<file path="src/rtl/sipo_comma_align_10bit.sv">
// sipo_comma_align_10bit: serial-to-parallel 10-bit deserializer with K28.5 comma word alignment
// Optional: define SIPO_ALIGN_ERR_CNT_EN to add the err_cnt realign counter output.
module sipo_comma_align_10bit #(
    parameter int          LOCK_CNT = 2,
    parameter logic [9:0]  COMMA_M  = 10'h17C,
    parameter logic [9:0]  COMMA_P  = 10'h283
) (
    input  logic       clk,
    input  logic       rst_n,
    input  logic       ser_in,
    input  logic       ser_valid,
    output logic [9:0] par_out,
    output logic       par_valid,
    output logic       is_comma,
    output logic       locked,
    output logic       realign
`ifdef SIPO_ALIGN_ERR_CNT_EN
    ,
    output logic [7:0] err_cnt
`endif
);
    typedef enum logic [1:0] {HUNT, SYNC, LOCK} state_t;

    localparam logic [3:0] LC = 4'(LOCK_CNT);

    state_t     state, state_nx;
    logic [9:0] window;
    logic [3:0] fill, bit_cnt, good, good_nx;
    logic       ev, bnd, match, emit, move, slip;

    // state register
    always_ff @(posedge clk) begin
        if (!rst_n) begin
            state <= HUNT;
            good  <= 4'd0;
        end else begin
            state <= state_nx;
            good  <= good_nx;
        end
    end

    // next state: only emissions can move the FSM; non-comma words leave it alone
    always_comb begin
        good_nx  = move ? 4'd1 : (bnd && match && good < LC) ? good + 4'd1 : good;
        state_nx = !emit ? state : slip ? SYNC : (good_nx >= LC) ? LOCK : SYNC;
    end

    // decode: ev marks a freshly formed window, bnd marks one that lands on the boundary
    always_comb begin
        match  = ev && (window == COMMA_M || window == COMMA_P);
        move   = match && (state == HUNT || !bnd);
        slip   = move && state != HUNT;
        emit   = move || (bnd && state != HUNT);
        locked = state == LOCK;
    end

    // shift window, track fill and boundary position, register emitted word
    always_ff @(posedge clk) begin
        if (!rst_n) begin
            window    <= 10'd0;
            fill      <= 4'd0;
            bit_cnt   <= 4'd0;
            ev        <= 1'b0;
            bnd       <= 1'b0;
            par_out   <= 10'd0;
            par_valid <= 1'b0;
            is_comma  <= 1'b0;
            realign   <= 1'b0;
        end else begin
            if (ser_valid)
                window <= {ser_in, window[9:1]};
            fill      <= (ser_valid && fill != 4'd10) ? fill + 4'd1 : fill;
            ev        <= ser_valid && fill >= 4'd9;
            bit_cnt   <= move ? {3'b0, ser_valid} : !ser_valid ? bit_cnt : (bit_cnt == 4'd9) ? 4'd0 : bit_cnt + 4'd1;
            bnd       <= ser_valid && !move && state != HUNT && bit_cnt == 4'd9;
            par_valid <= emit;
            is_comma  <= emit && match;
            realign   <= slip;
            if (emit)
                par_out <= window;
        end
    end

`ifdef SIPO_ALIGN_ERR_CNT_EN
    // saturating count of boundary moves after initial acquisition
    always_ff @(posedge clk) begin
        if (!rst_n)
            err_cnt <= 8'd0;
        else if (slip && err_cnt != 8'hFF)
            err_cnt <= err_cnt + 8'd1;
    end
`endif
endmodule
</file>
<file path="config.mk">
export PLATFORM = sky130hd
export DESIGN_NAME = sipo_comma_align_10bit
export DESIGN_NICKNAME = d
export VERILOG_FILES = /design/src/rtl/sipo_comma_align_10bit.sv
export SDC_FILE = /design/constraint.sdc
export NUM_CORES = 1
export LEC_CHECK = 0
export ABC_CLOCK_PERIOD_IN_PS = 3000
export CAP_MARGIN = 20
export CORE_UTILIZATION = 59
export CTS_CLUSTER_SIZE = 28
export DETAILED_ROUTE_END_ITERATION = 7
export PLACE_DENSITY = 0.86
export SYNTH_ARGS = -nofsm -noshare
export SYNTH_HDL_FRONTEND = slang
export SYNTH_SLANG_ARGS = --single-unit
</file>
<file path="constraint.sdc">
create_clock -name clk -period 3 [get_ports clk]
set_input_delay 0.75 -clock clk [delete_from_list [all_inputs] [get_ports clk]]
set_output_delay 0.75 -clock clk [all_outputs]
set_load 0.01 [all_outputs]
</file>
==> results_dict.tcl <==
set metrics [dict create \
    status "finished clean" \
    rsz0062_at_grt "no" \
    synth_area_leaders "dfxtp_1 46%, mux2i_1 12%, nand2_1 5.3%" \
    switchingPower_mw 0.198 \
    drc 0 \
    drt_first_pass_iters 4 \
    yosysMostFrequentCell "dfxtp_1" \
    timing.setup.tns_ns 0 \
    die_w_um 55.9 \
    dr_wl_met2_mm 1.64 \
    wl_met3_um 161 \
    reg2regPathDepth 4 \
    cts_root_buf "clkbuf_4" \
    ys_warn_count 0 \
    cp.arrival_ns 1.41 \
    coreArea_um2 2760 \
    cts_setup_buffers 0 \
    worst_pin_slew_ns 0.985 \
    synthTopCellsByCount "39 x dfxtp_1, 24 x nand2_1, 21 x mux2i_1" \
    timing.critical_path.required_ns 2.25 \
    syn_area_um2 1720 \
    skew_ns 0.00853 \
    hold_end "par_out[6]$_SDFFE_PN0P_" \
    cts_tree "built" \
    cts_buffers 5 \
    worst-r2r-setup-slack_ns 1.09 \
    postSynthCellCount 181 \
    combinationalPowerShare 0.055 \
    ys_async_sr_fraction 0 \
    syn_area_per_cell_um2 9.48 \
    setup.worst_path.class "register to output pin" \
    worstSetupStartpointType "register" \
    grt_max_degree 26 \
    fin_crit_sh 0.720 \
    drive_above_1_share 0.105 \
    wl_met1_mm 1.36 \
    synth.top_cell.area_share 0.455 \
    clock_latency_ns 0.34 \
    route.vias.total 1342 \
    drt_wl_total_mm 3.25 \
    clk_transition_reported_paths_ns 0.11 \
    synth_edf_count 0 \
    p_leak_nw 0.821 \
    p_per_area_nw_per_um2 433 \
    holdWs_ns 0.462 \
    drt_iter0_markers 26 \
    final_nets 209 \
    fmax_mhz 463 \
    yosysTopAreaCell "dfxtp_1" \
    htreeDepth 2 \
    r2r-end "par_out[0]$_SDFFE_PN0P_" \
    die_area_um2 3130 \
    finalHoldViolCount 0 \
    hold_depth 2 \
    grt_pass1_vias 1364 \
    start_util 0.622 \
    viasPerCell 5.81 \
    pwr-share-clk 0.318 \
    slew_viol_final 0 \
    r2r_start "window[9]$_SDFFE_PN0P_" \
    io_buffers 17 \
    grt-ovfl-total 0 \
    power.total_mw 0.849 \
    n_fill_cell 215 \
    p_seq_frac 0.627 \
    ys_ff_latch 39 \
    crit_fanout 5 \
    area_growth_pct 14.4 \
    clock-sinks 39 \
    intPower_mw 0.651 \
    endpoint_kind "output pin" \
    gp_congestion 0.742 \
    dpl.hpwl_mm 2.38 \
    min_period_ns 2.16 \
    grt_pass1_wl_mm 5.64 \
    synth.yosys.seq_area_share 0.455 \
    hp-class "register to register" \
    antenna_cells 0 \
    syn_nets 190 \
    top_layer_used "met4" \
    hp-start "par_out[6]$_SDFFE_PN0P_" \
    rows 19 \
    wire_per_inst_um 14.1 \
    yosysUniqueCellTypes 40 \
    clk_path_buf_depth 2 \
    slew-limit-headroom 0.340 \
    grt_use_total 0.234 \
    antenna_left 0 \
    cts_hold_buf 0 \
    ir_drop_mv 0.472 \
    swShare 0.233 \
    antenna_found_initial 0 \
    setup_viol 0 \
    maxCapViolCount 0 \
    synth-main-ff-cell "dfxtp_1" \
    pin_count 18 \
    ctsResizeCount 0 \
    die_y_um 55.9 \
]
==> worst max-delay path, cell delays in order (launching register included) <==
cell             delay, ns
dfxtp_1               0.40
nor2b_1               0.14
clkdlybuf4s50_1       0.53
==> cells in the final DEF, fill, tap and decap left out, types with 3 or more instances in the layout <==
| master | Yosys | layout |
|---|---|---|
| ha_1 | 5 | 5 |
| a21oi_1 | 7 | 7 |
| clkdlybuf4s50_1 | 0 | 17 |
| nand3_1 | 5 | 5 |
| o21ai_0 | 4 | 4 |
| inv_1 | 7 | 7 |
| nand2_1 | 24 | 24 |
| nor2_1 | 20 | 20 |
| dfxtp_1 | 39 | 39 |
| clkbuf_4 | 0 | 5 |
| mux2i_1 | 21 | 21 |
| xor2_1 | 3 | 3 |
| nand4_1 | 3 | 3 |
| nor2b_1 | 3 | 3 |
==> final cells by class <==
cell class	instances	area [µm²]	area share
timing repair buffer	19	185	0.0944
multi-input combinational	127	871	0.444
tap	31	38.8	0.0198
clock inverter	1	5.00	0.00255
sequential	39	781	0.398
inverter	8	30.0	0.0153
clock buffer	6	51.3	0.0261
==> metal layers <==
layer / vias to the layer above / GRT usage
met2: 28 / 0.396
met4: 0 / 0.129
li1: 661 / -
met1: 643 / 0.255
met5: - / 0
met3: 10 / 0.0814
==> how the worst max path moves through the flow <==
stage,start,endpoint,slack [ns]
after global routing,state[1]$_SDFFE_PN0P_,locked,0.75
after floorplan,ser_valid,window[3]$_SDFFE_PN0P_,1.14
after global placement,rst_n,state[0]$_SDFFE_PN0P_,0.85
after detailed placement,rst_n,state[0]$_SDFFE_PN0P_,0.72
after CTS,state[1]$_SDFFE_PN0P_,locked,0.82
final,state[1]$_SDFFE_PN0P_,locked,0.84
==> power groups by stage <==
stage	registers, mW	clock network (mW)	logic (mW)
6_report	0.532	0.270	0.0469
5_1_grt	0.534	0.300	0.0520
4_1_cts	0.532	0.277	0.0470
3_5_place_dp	0.544	0	0.0468
3_3_place_gp	0.543	0	0.0427
2_1_floorplan	0.542	0	0.0342
==> per-stage QoR <==
stage / std cells / util / instance area [µm²] / setup slack (ns)
final: 231 / 0.711 / 1960 / 0.841
after global routing: 231 / 0.711 / 1960 / 0.747
after CTS: 231 / 0.711 / 1960 / 0.817
after detailed placement: 224 / 0.691 / 1910 / 0.719
after global placement: 224 / 0.691 / 1910 / 0.849
after floorplan: 181 / - / 1720 / 1.14
==> state kept, by name (all words and copies together), names as in the netlist <==
| signal | count |
|---|---|
| bit_cnt | 4 |
| bnd | 1 |
| ev | 1 |
| fill | 4 |
| good | 4 |
| is_comma | 1 |
| par_out | 10 |
| par_valid | 1 |
| realign | 1 |
| state | 2 |
| window | 10 |
==> kinds of logic (layout without fill, tap and decap cells) <==
group | after synthesis | in the layout | share of synthesized area
XOR/XNOR | 4 | 4 | 0.0204
multiplexers | 21 | 21 | 0.123
buffers and inverters | 15 | 34 | 0.0372
flip-flops | 39 | 39 | 0.455
adder cells (fa/ha/maj) | 5 | 5 | 0.0365
AO/OA/AOI/OAI | 19 | 19 | 0.0744
AND/OR/NAND/NOR | 78 | 78 | 0.254
Power figures use the tool's default switching activity.
